$ cat config.mk
export PLATFORM = sky130hd
export DESIGN_NAME = actor_mover
export DESIGN_NICKNAME = d
export VERILOG_FILES = /design/src/rtl/actor_mover.sv
export SDC_FILE = /design/constraint.sdc
export NUM_CORES = 1
export LEC_CHECK = 0
export ABC_CLOCK_PERIOD_IN_PS = 4300
export CAP_MARGIN = 15
export CORE_MARGIN = 4
export CORE_UTILIZATION = 51
export DETAILED_ROUTE_END_ITERATION = 7
export GPL_TIMING_DRIVEN = 0
export PLACE_DENSITY = 0.79
export SLEW_MARGIN = 20
export SYNTH_ARGS = -nofsm -noshare
export SYNTH_HDL_FRONTEND = slang
export SYNTH_SLANG_ARGS = --single-unit
$ cat constraint.sdc
create_clock -name Clk -period 4.3 [get_ports Clk]
set_clock_uncertainty 0.15 [all_clocks]
set_input_delay 0.645 -clock Clk [delete_from_list [all_inputs] [get_ports Clk]]
set_output_delay 0.645 -clock Clk [all_outputs]
set_load 0.01 [all_outputs]
$ cat src/rtl/actor_mover.sv
// actor_mover: tile-maze actor movement and mouth-animation controller.
// Latches a requested direction, turns only at tile alignment (reversal
// allowed anywhere), steps once per frame tick against the open-direction
// mask, wraps through the side tunnel, and drives sprite index and pixel hit.
module actor_mover #(
    parameter int W          = 10,
    parameter int START_X    = 228,
    parameter int START_Y    = 336,
    parameter int SIZE       = 24,
    parameter int Y_OFF      = 6,
    parameter int STEP       = 1,
    parameter int TILE_LOG2  = 2,
    parameter int ANIM_LEN   = 9,
    parameter int CLOSED_END = 2,
    parameter int OPEN_START = 4,
    parameter int OPEN_END   = 7,
    parameter int BLOCK_FRAME = 2,
    parameter int WRAP_LO    = 72,
    parameter int WRAP_HI    = 408
) (
    input  logic         Clk,
    input  logic         Reset,
    input  logic         frame_tick,
    input  logic         freeze,
    input  logic [2:0]   req_dir,
    input  logic [3:0]   avail_dir,
    input  logic [W-1:0] draw_x,
    input  logic [W-1:0] draw_y,
    output logic [W-1:0] pos_x,
    output logic [W-1:0] pos_y,
    output logic [2:0]   cur_dir,
    output logic [3:0]   anim_frame,
    output logic [3:0]   sprite_idx,
    output logic         moving,
    output logic         is_actor
);
    // Two extra bits give headroom for sign and for x+SIZE overshoot.
    localparam int XW = W + 2;
    localparam logic signed [XW-1:0] STEP_S    = XW'(STEP);
    localparam logic signed [XW-1:0] SIZE_S    = XW'(SIZE);
    localparam logic signed [XW-1:0] Y_OFF_S   = XW'(Y_OFF);
    localparam logic signed [XW-1:0] WRAP_LO_S = XW'(WRAP_LO);
    localparam logic signed [XW-1:0] WRAP_HI_S = XW'(WRAP_HI);
    localparam logic signed [XW-1:0] WRAP_IN_S = XW'(WRAP_LO - SIZE);
    localparam logic [3:0] ANIM_LAST = 4'(ANIM_LEN - 1);
    localparam logic [3:0] CLOSED_E  = 4'(CLOSED_END);
    localparam logic [3:0] OPEN_S    = 4'(OPEN_START);
    localparam logic [3:0] OPEN_E    = 4'(OPEN_END);
    localparam logic [3:0] BLOCK_F   = 4'(BLOCK_FRAME);

    logic [2:0]           pend_dir;
    logic                 aligned;
    logic                 turn;
    logic                 can_move;
    logic [2:0]           eff_dir;
    logic signed [XW-1:0] step_x;
    logic signed [XW-1:0] step_y;
    logic signed [XW-1:0] wrap_x;
    logic [3:0]           next_anim;
    logic signed [XW-1:0] rel_x;
    logic signed [XW-1:0] rel_y;
    logic signed [XW-1:0] abs_x;
    logic [3:0]           dir_base;

    // Open-mask lookup for a direction code; codes outside 1..4 are never open.
    function automatic logic dir_open(input logic [2:0] d, input logic [3:0] avail);
        case (d)
            3'd1:    return avail[0];
            3'd2:    return avail[1];
            3'd3:    return avail[2];
            3'd4:    return avail[3];
            default: return 1'b0;
        endcase
    endfunction

    // Opposite direction: left<->right, up<->down.
    function automatic logic [2:0] reverse_dir(input logic [2:0] d);
        case (d)
            3'd1:    return 3'd3;
            3'd2:    return 3'd4;
            3'd3:    return 3'd1;
            3'd4:    return 3'd2;
            default: return 3'd0;
        endcase
    endfunction

    // Turn decision, step, tunnel wrap and next animation frame.
    always_comb begin
        aligned  = (pos_x[TILE_LOG2-1:0] == '0) && (pos_y[TILE_LOG2-1:0] == '0);
        turn     = (pend_dir != 3'd0) && (pend_dir != cur_dir) &&
                   dir_open(pend_dir, avail_dir) &&
                   (aligned || (pend_dir == reverse_dir(cur_dir)));
        eff_dir  = turn ? pend_dir : cur_dir;
        can_move = (eff_dir != 3'd0) && dir_open(eff_dir, avail_dir);

        step_x = $signed({2'b00, pos_x});
        step_y = $signed({2'b00, pos_y});
        if (can_move) begin
            case (eff_dir)
                3'd1:    step_x = step_x - STEP_S;
                3'd2:    step_y = step_y - STEP_S;
                3'd3:    step_x = step_x + STEP_S;
                3'd4:    step_y = step_y + STEP_S;
                default: ;
            endcase
        end

        wrap_x = step_x;
        if (step_x + SIZE_S < WRAP_LO_S)
            wrap_x = WRAP_HI_S;
        else if (step_x > WRAP_HI_S + SIZE_S)
            wrap_x = WRAP_IN_S;

        next_anim = anim_frame;
        if (turn || (!can_move && eff_dir != 3'd0))
            next_anim = BLOCK_F;
        else if (can_move)
            next_anim = (anim_frame == ANIM_LAST) ? 4'd0 : anim_frame + 4'd1;
    end

    // Actor state: reset, per-tick motion update, and request latch.
    always_ff @(posedge Clk) begin
        if (Reset) begin
            pos_x      <= W'(START_X);
            pos_y      <= W'(START_Y);
            cur_dir    <= 3'd0;
            pend_dir   <= 3'd0;
            anim_frame <= 4'd0;
            moving     <= 1'b0;
        end else begin
            if (frame_tick && !freeze) begin
                if (turn) begin
                    cur_dir  <= pend_dir;
                    pend_dir <= 3'd0;
                end
                pos_x      <= wrap_x[W-1:0];
                pos_y      <= step_y[W-1:0];
                moving     <= can_move;
                anim_frame <= next_anim;
            end
            // A fresh request overrides the turn-clear above.
            if (req_dir >= 3'd1 && req_dir <= 3'd4)
                pend_dir <= req_dir;
        end
    end

    // Sprite index from direction and mouth phase of the current frame.
    always_comb begin
        dir_base = 4'd0;
        case (cur_dir)
            3'd2:    dir_base = 4'd1;
            3'd3:    dir_base = 4'd4;
            3'd4:    dir_base = 4'd5;
            default: dir_base = 4'd0;
        endcase
        if (cur_dir == 3'd0 || anim_frame < CLOSED_E)
            sprite_idx = 4'd8;
        else if (anim_frame >= OPEN_S && anim_frame < OPEN_E)
            sprite_idx = dir_base;
        else
            sprite_idx = dir_base + 4'd2;
    end

    // Pixel hit test in signed arithmetic so negative offsets never alias.
    always_comb begin
        abs_x    = $signed({2'b00, draw_x});
        rel_x    = abs_x - $signed({2'b00, pos_x});
        rel_y    = $signed({2'b00, draw_y}) - $signed({2'b00, pos_y}) - Y_OFF_S;
        is_actor = (rel_y >= 0) && (rel_y < SIZE_S) &&
                   (rel_x >= 0) && (rel_x < SIZE_S) &&
                   (abs_x >= WRAP_LO_S) && (abs_x < WRAP_HI_S);
    end
endmodule

==> results.yml <==
global_routing:
  grt_max_degree: 11
  grt_use_met3: 0.0421
  met1_usage: 0.351
  grt_use_met2: 0.497
  grt_busiest_layer: "met2"
  antenna_found_initial: 1
  track_usage: 0.284
  grt_pass1_wl_um: 23200
  grt_overflow: 0
  grt_pass1_vias: 4802
critical_path:
  cp-start-kind: "primary input"
  r2r_start: "cur_dir[1]"
  crit_arrival_ns: 3.42
  cpLargestDelayFamily: "compound AO/OA/AOI/OAI gates"
  crit_slowest_cell: "a221o_1"
  required_ns: 3.50
  end_kind: "primary output"
  startpoint: "draw_y[1]"
  max_stage_delay_ns: 0.40
  path_buf_inv: 2
  setup.worst_path.class: "primary input to primary output"
  crit_fanout: 2
  critical_path.most_common_cell: "o21ai_2"
  path_cells: "clkbuf_2, ha_1, nor2b_1, o21ai_2, a21boi_2, o21ai_2, a21oi_2, o21ai_2, a21oi_2, o21a_1, or3_4, a221o_1, a2111oi_4, buf_2"
placed_design:
  io_buffers: 62
  gp_congestion: 0.931
  dp_hpwl_um: 10400
clock_network:
  clkSlewWorstSetupHoldPaths_ns: 0.07
  htree_levels: 2
  clkLatencyLatePin_ns: 0.28
  cts.sinks: 31
  clockBufferDepth: 2
  cts_root_buffer: "clkbuf_8"
  cts_tree: "yes"
  cts_buffers: 5
logic_synthesis:
  synth_most_common_cell: "nor2_1"
  synth_compound_area_frac: 0.299
  synth_seq_cells: 31
  synth_fa_ha_area_frac: 0.115
  ys_seq_area_frac: 0.146
  yosysTopAreaCell: "dfxtp_1"
  synth_top_family_by_area: "compound AO/OA/AOI/OAI gates"
  synth_xor_xnor_area_share: 0.0814
  async_flop_share: 0
  synth_area_leaders: "dfxtp_1 (15%), ha_1 (11%), a21oi_1 (6.0%)"
  synthMuxAreaShare: 0.00764
  synth-simple-area-share: 0.273
  synthTopCellsByCount: "nor2_1 (61), a21oi_1 (51), inv_1 (40), ha_1 (36), nand2_1 (34)"
  synth_area_per_cell_um2: 7.26
  synth_cell_types: 81
  synth.top_cell.area_share: 0.146
  synth_cells: 586
  synth_edf_count: 0
  syn_area_mm2: 0.00426
  synthFlopType: "dfxtp_1"
  yosys_warnings: 0
  syn-num-nets: 655
timing:
  slew_violations: 0
  hold_viol: 0
  max_freq_ghz: 0.237
  min_period_ns: 4.22
  rsz0062_at_grt: "true"
  slew_headroom: 0.636
  hold_ws_ns: 0.381
  fin_crit_sh: 0.980
  worstMarginPinSlew_ns: 0.544
  setup_viol: 0
detailed_routing:
  finalWirelength_um: 15100
  vias: 5123
  drt_iter0_markers: 519
  viasPerCell: 6.29
  drt-wirelength-per-cell_um: 18.6
  dr.pass1.iters: 6
  antenna_left: 0
  drc: 0
pwr:
  power.total_mw: 0.927
  leakagePower_nw: 2.42
  ir_drop_uv: 210
  power_density_mw_per_mm2: 156
finish:
  n_fill_cell: 619
  drive_above_1_share: 0.236
  syn_to_final_growth_pct: 39.8
  n_antenna_cell: 0
  nets: 778
  fin_util: 0.728
min_path:
  min_from: "moving"
  hp-class: "register to register"
job:
  max_cap_viol_count: 0
floorplan:
  ios: 64
  start_util: 0.521
  rows: 33
  die_h_um: 99.4
  dieArea_mm2: 0.00987
  dieWidth_um: 99.4
  core_area_mm2: 0.00818
status:
  status: "finished, final reports clean"
## routing by layer
metal	up-vias	wire [um]
met5	-	9
met4	2	648
met3	60	1040
met2	260	7370
met1	2395	6060
li1	2406	-
## worst paths after layout
path                                 end  cells past startpoint  slack [ns]
worst max-delay path            is_actor                     14        0.08
worst min-delay path              moving                      2        0.38
worst min register to register    moving                      2        0.38
worst max register to register  pos_x[7]                     16        0.11
## through the flow
stage | cells | worst slack [ns] | cell area [um^2] | setup TNS, ns
6_report | 814 | 0.0849 | 5950 | 0
5_1_grt | 814 | -0.0427 | 5950 | -0.0947
4_1_cts | 794 | 0.000349 | 5560 | 0
3_5_place_dp | 753 | -1.05 | 5040 | -7.43
3_3_place_gp | 753 | -0.918 | 5040 | -6.79
2_1_floorplan | 586 | 0.00661 | 4290 | 0
## cell type report
type | count | area (um^2) | share of cell area
Multi-Input combinational cell | 479 | 3690 | 0.620
Clock buffer | 6 | 82.6 | 0.0139
Buffer | 34 | 208 | 0.0349
Sequential cell | 31 | 636 | 0.107
Timing Repair Buffer | 117 | 1040 | 0.175
Inverter | 41 | 158 | 0.0265
Tap cell | 105 | 131 | 0.0221
Clock inverter | 1 | 5.00 | 0.000841
## registers in the layout, summed over array words and instances, names as in the netlist
name        flops
anim_frame      4
cur_dir         3
moving          1
pend_dir        3
pos_x          10
pos_y          10
## power by group
part / internal, mW / switching (mW) / total [mW]
Clock: 0.125 / 0.107 / 0.233
Sequential: 0.293 / 0.00958 / 0.302
Combinational: 0.186 / 0.207 / 0.392
## worst min-delay path, stage by stage, from the launching register on
cell and delay [ns]:
dfxtp_1 0.32, a21oi_1 0.12, nor2_1 0.05
## cell families after synthesis
| kind of cell | after synthesis |
|---|---|
| fa+ha+maj | 38 |
| simple gates | 224 |
| mux | 3 |
| flops | 31 |
| buf+inv | 77 |
| compound gates | 175 |
| xor+xnor | 38 |
## timing repair
item                                    CTS  global route
hold buffers                              0             0
gates resized for setup                  56            67
endpoints found under the setup margin   13            13
setup buffers                            33            22
cloned                                    1             0
pin swaps                                24            41
## placed cells by master (no fill, tap or decap), types with 9 or more instances in the layout
cell / count
nand3b_1: 9
nand2_1: 31
nand4_1: 9
o21ai_0: 11
clkbuf_1: 15
a21oi_2: 11
or3_1: 9
and3_1: 14
a21o_1: 10
clkdlybuf4s50_1: 52
nand3_1: 28
buf_4: 56
xor2_1: 11
a21oi_1: 40
inv_1: 35
dfxtp_1: 25
xnor2_1: 23
ha_1: 30
o21ai_1: 9
nor3_1: 17
nor2_1: 57
(Power assumes the default switching activity.)
==> variant 1, RTL diff (config.mk and constraints unchanged) <==
Make the reset (`Reset`) asynchronous in one clocked block.
--- a/src/rtl/actor_mover.sv
+++ b/src/rtl/actor_mover.sv
@@ -119,7 +119,7 @@
     end
 
     // Actor state: reset, per-tick motion update, and request latch.
-    always_ff @(posedge Clk) begin
+    always_ff @(posedge Clk or posedge Reset) begin
         if (Reset) begin
             pos_x      <= W'(START_X);
             pos_y      <= W'(START_Y);
Behaviour: differs if Reset is asserted again (counterexample within 4 cycles, from zero or initial values and one cycle with Reset high); with Reset held inactive, the same outputs for 4 cycles.
==> variant 1 against the unedited design <==
  * Setup slack improved by 0.0045 ns
  * Global-route usage shrank 4.4 points
  * Design area is 17% lower
  * Synthesized cell count decreased by 23%
  * Final cell count decreased by 21%
  * Area after synthesis shrank 13%
  * Non-clock buffer count shrank 49
  * Maximum frequency increased by 0.11%
  * Count of clock-buffer cells in the layout up 1
  * Largest cell class unchanged
  * Sequential cell count is the same
  * Routed wire length fell by 30%
Power is left out: it rests on default switching activity, and per cell area and clock period it moved more than threefold.
==> variant 1: results (changes against the unedited design) <==
INFO  metric run_status = completed (unchanged)
INFO  metric slowest_stage = dfrtp_1 (was a221o_1)
INFO  metric place_ws = -0.8875 ns (was -1.049 ns)
INFO  metric post-cts-setup-buffers = 17 (was 33)
INFO  metric final_wtd_congestion = 0.9127 (was 0.9314)
INFO  metric timing.critical_path.fanout_max = 10 (was 2)
INFO  metric critical_path.top_delay_family = simple AND/OR/NAND/NOR gates (was compound AO/OA/AOI/OAI gates)
INFO  metric ctsResizeCount = 49 (was 56)
INFO  metric number_of_non_filler_instances_in_the_completed_layout = 640 (was 814)
INFO  metric syn-cell-area = 0.003685 mm² (was 0.004257 mm²)
INFO  metric vias_per_cell = 5.855 (was 6.294)
INFO  metric place.detailed.hpwl = 7.435 mm (was 10.40 mm)
INFO  metric grtUsageTotal = 0.2401 (was 0.2844)
INFO  metric worst_ep_arrival_time = 4.28 ns (was 3.42 ns)
INFO  metric io_buffers = 63 (was 62)
INFO  metric timing.slew.headroom = 0.5518 (was 0.6360)
INFO  metric synth_area_leaders = dfrtp_1 (16%), ha_1 (12%), xnor2_1 (6.7%) (was dfxtp_1 (15%), ha_1 (11%), a21oi_1 (6.0%))
INFO  metric synth_fp_nets = 521 (was 655)
INFO  metric yosys-top-cells-count = inv_1 (40), nor2_1 (40), ha_1 (36) (was nor2_1 (61), a21oi_1 (51), inv_1 (40))
INFO  metric synthCells = 452 (was 586)
INFO  metric drive_gt1_frac = 0.2132 (was 0.2355)
INFO  metric postSynth.topFlopCell = dfrtp_1 (was dfxtp_1)
INFO  metric grt_first_pass_wirelength = 16.90 mm (was 23.20 mm)
INFO  metric postSynth.asyncResetShare = 1.000 (was 0)
INFO  metric grt_max_degree = 32 (was 11)
INFO  metric vias_in_the_first_global_route = 3628 (was 4802)
variant 1: cell types whose count changed in the layout (fill, tap and decap cells not counted), moves of 9 or more:
cell and delta:
nand3_1 -20, and3_1 -9, dfrtp_1 +19, buf_4 -31, dfxtp_1 -25, nor2_1 -20, a21oi_1 -19
variant 1: logic make-up after synthesis:
| kind of cell | count (synthesis) |
|---|---|
| XOR/XNOR | 36 |
| AND/OR/NAND/NOR | 153 |
| adder cells (fa/ha/maj) | 38 |
| multiplexers | 18 |
| flip-flops | 31 |
| buffers and inverters | 58 |
| AO/OA/AOI/OAI | 118 |
variant 1: final timing paths:
check,endpoint,slack [ns],cells past startpoint
max in group asynchronous,pos_x[1],2.90,2
min reg2reg,pos_y[9],0.39,1
max,pos_x[7],0.09,16
min in group asynchronous,pos_y[0],0.63,2
min,pos_y[9],0.39,1
max reg2reg,pos_x[7],0.09,16
variant 1: area by class of cell:
cell class              count  area, µm²
multi-input cells         363       2902
fillers                   537       1956
flip-flops and latches     31      790.8
repair buffers             85      788.3
inverters                  40      152.6
well taps                  96      120.1
plain buffers              17      116.4
clock buffers               7      76.32
clock inverters             1      5.005
variant 1: worst reg2reg max path, cell delays in order, from the launching register on:
cell and delay, ns:
dfrtp_1 0.42, buf_6 0.16, nor4_1 0.33, a22oi_2 0.18, and3_1 0.25, o211ai_4 0.35
mux2i_4 0.34, o21a_1 0.21, nor2_2 0.07, ha_2 0.21, inv_2 0.07, xnor3_1 0.29
or3_4 0.38, a32oi_4 0.29, or2_1 0.17, buf_6 0.15, a2bb2oi_2 0.15
variant 1: layer usage:
metal / up-vias / routed length [µm] / global-route usage
li1: 1807 / - / -
met1: 1788 / 4432 / 0.3070
met2: 126 / 5269 / 0.4079
met3: 26 / 531 / 0.02896
met4: 0 / 323 / 0.1026
met5: - / 0 / 0
==> variant 2, RTL diff (same flow settings) <==
Made on the original files. Change the parameter `W` from 10 to 5.
--- a/src/rtl/actor_mover.sv
+++ b/src/rtl/actor_mover.sv
@@ -3,7 +3,7 @@
 // allowed anywhere), steps once per frame tick against the open-direction
 // mask, wraps through the side tunnel, and drives sprite index and pixel hit.
 module actor_mover #(
-    parameter int W          = 10,
+    parameter int W          = 5,
     parameter int START_X    = 228,
     parameter int START_Y    = 336,
     parameter int SIZE       = 24,
Interface: changed (resized draw_x, draw_y, pos_x and pos_y); port bits go from 64 to 44. The function was not compared with the original's and may differ.
==> variant 2 against the unedited design <==
  * Sequential cell count is 10 lower
  * Final cell count is 58% lower
  * Area after synthesis is 53% lower
  * Setup slack better by 0.21 ns
  * Clock power is 42% lower
  * Sequential share of layout area is 5.9 points higher
  * Power is 52% lower
  * First-iteration DRC count is 81% lower
  * Sequential power is 34% lower
  * Routed wire length is 70% lower
  * Worst hold slack worse by 0.053 ns
  * Design area is 57% lower
  * Largest cell class unchanged
==> variant 2: results (changes against the unedited design) <==
INFO  metric dr_wl_met2 = 2.076 mm (was 7.368 mm)
INFO  metric global_route_met2_usage = 0.2983 (was 0.4974)
INFO  metric layout-area-overhead-vs-synth = 26.83% (was 39.80%)
INFO  metric synth_fp_nets = 288 (was 655)
INFO  metric ctsResizeCount = 0 (was 56)
INFO  metric share_comb_of_total_power = 0.253 (was 0.423)
INFO  metric power.density_cell_area = 176.3 mW/mm² (was 155.8 mW/mm²)
INFO  metric final-clk-cell-share = 0.01824 (was 0.01472)
INFO  metric share_clk_of_total_power = 0.301 (was 0.251)
INFO  metric largestRegisters = pos_x: 5 flops, pos_y: 5 flops, anim_frame: 4 flops (was pos_x: 10 flops, pos_y: 10 flops, anim_frame: 4 flops)
INFO  metric sequential_fraction_of_the_synthesis_area = 0.2101 (was 0.1458)
INFO  metric final_wtd_congestion = 0.8522 (was 0.9314)
INFO  metric grt.met3_usage = 0.03267 (was 0.04208)
INFO  metric synth_area_leaders = dfxtp_1 (21%), ha_1 (12%), nor2_1 (5.1%) (was dfxtp_1 (15%), ha_1 (11%), a21oi_1 (6.0%))
INFO  metric run_status = completed (unchanged)
INFO  metric number_of_antenna_violations_at_the_first_check_in_global_routing = 0 (was 1)
INFO  metric drt_iter0_markers = 97 (was 519)
INFO  metric placed_cells_incl_taps = 337 (was 753)
INFO  metric met1Wirelength = 2.186 mm (was 6.062 mm)
INFO  metric worst_ir_drop_vdd = 0.1118 mV (was 0.2099 mV)
INFO  metric met3_wirelength = 218 µm (was 1.043 mm)
INFO  metric grtUsageTotal = 0.1811 (was 0.2844)
INFO  metric cp_slowest_stage_delay = 0.56 ns (was 0.40 ns)
INFO  metric dr.max_layer_used = met4 (was met5)
INFO  metric grt_max_degree = 13 (was 11)
INFO  metric drt_wl_total = 4.536 mm (was 15.13 mm)
INFO  metric nFillCells = 346 (was 619)
INFO  metric vias_per_cell = 5.516 (was 6.294)
INFO  metric place_ws = 0.2771 ns (was -1.049 ns)
INFO  metric ff_latch_area = 420.4 µm² (was 635.6 µm²)
INFO  metric worst_ep_arrival_time = 3.21 ns (was 3.42 ns)
INFO  metric post_drt_wl_per_cell = 13.30 µm (was 18.59 µm)
INFO  metric post-cts-setup-buffers = 0 (was 33)
==> variant 2: cell count changes in the layout (fill, tap and decap cells not counted), sizes merged, moves of 10 or more <==
cell    change
a21oi      -34
and3       -13
buf        -69
clkbuf     -17
dfxtp      -10
ha         -17
inv        -21
nand2      -23
nand3      -23
nor2       -34
nor3       -11
o21ai      -17
or3        -10
xnor2      -17
==> variant 2: cell families (layout without fill, tap and decap cells) <==
logic type	count (synthesis)	after routing	share of synthesized area
simple gates	84	84	0.2258
compound gates	66	66	0.2414
buf+inv	27	74	0.05441
fa+ha+maj	21	21	0.1388
flops	21	21	0.2101
xor+xnor	14	14	0.06129
mux	13	13	0.06817
==> variant 2: worst paths after layout <==
kind / start / endpoint / slack [ns] / cells past startpoint
worst max register to register: pos_x[0] / pos_y[4] / 0.50 / 13
worst min register to register: moving / moving / 0.33 / 2
worst min-delay path: moving / moving / 0.33 / 2
worst max-delay path: draw_y[0] / is_actor / 0.30 / 12
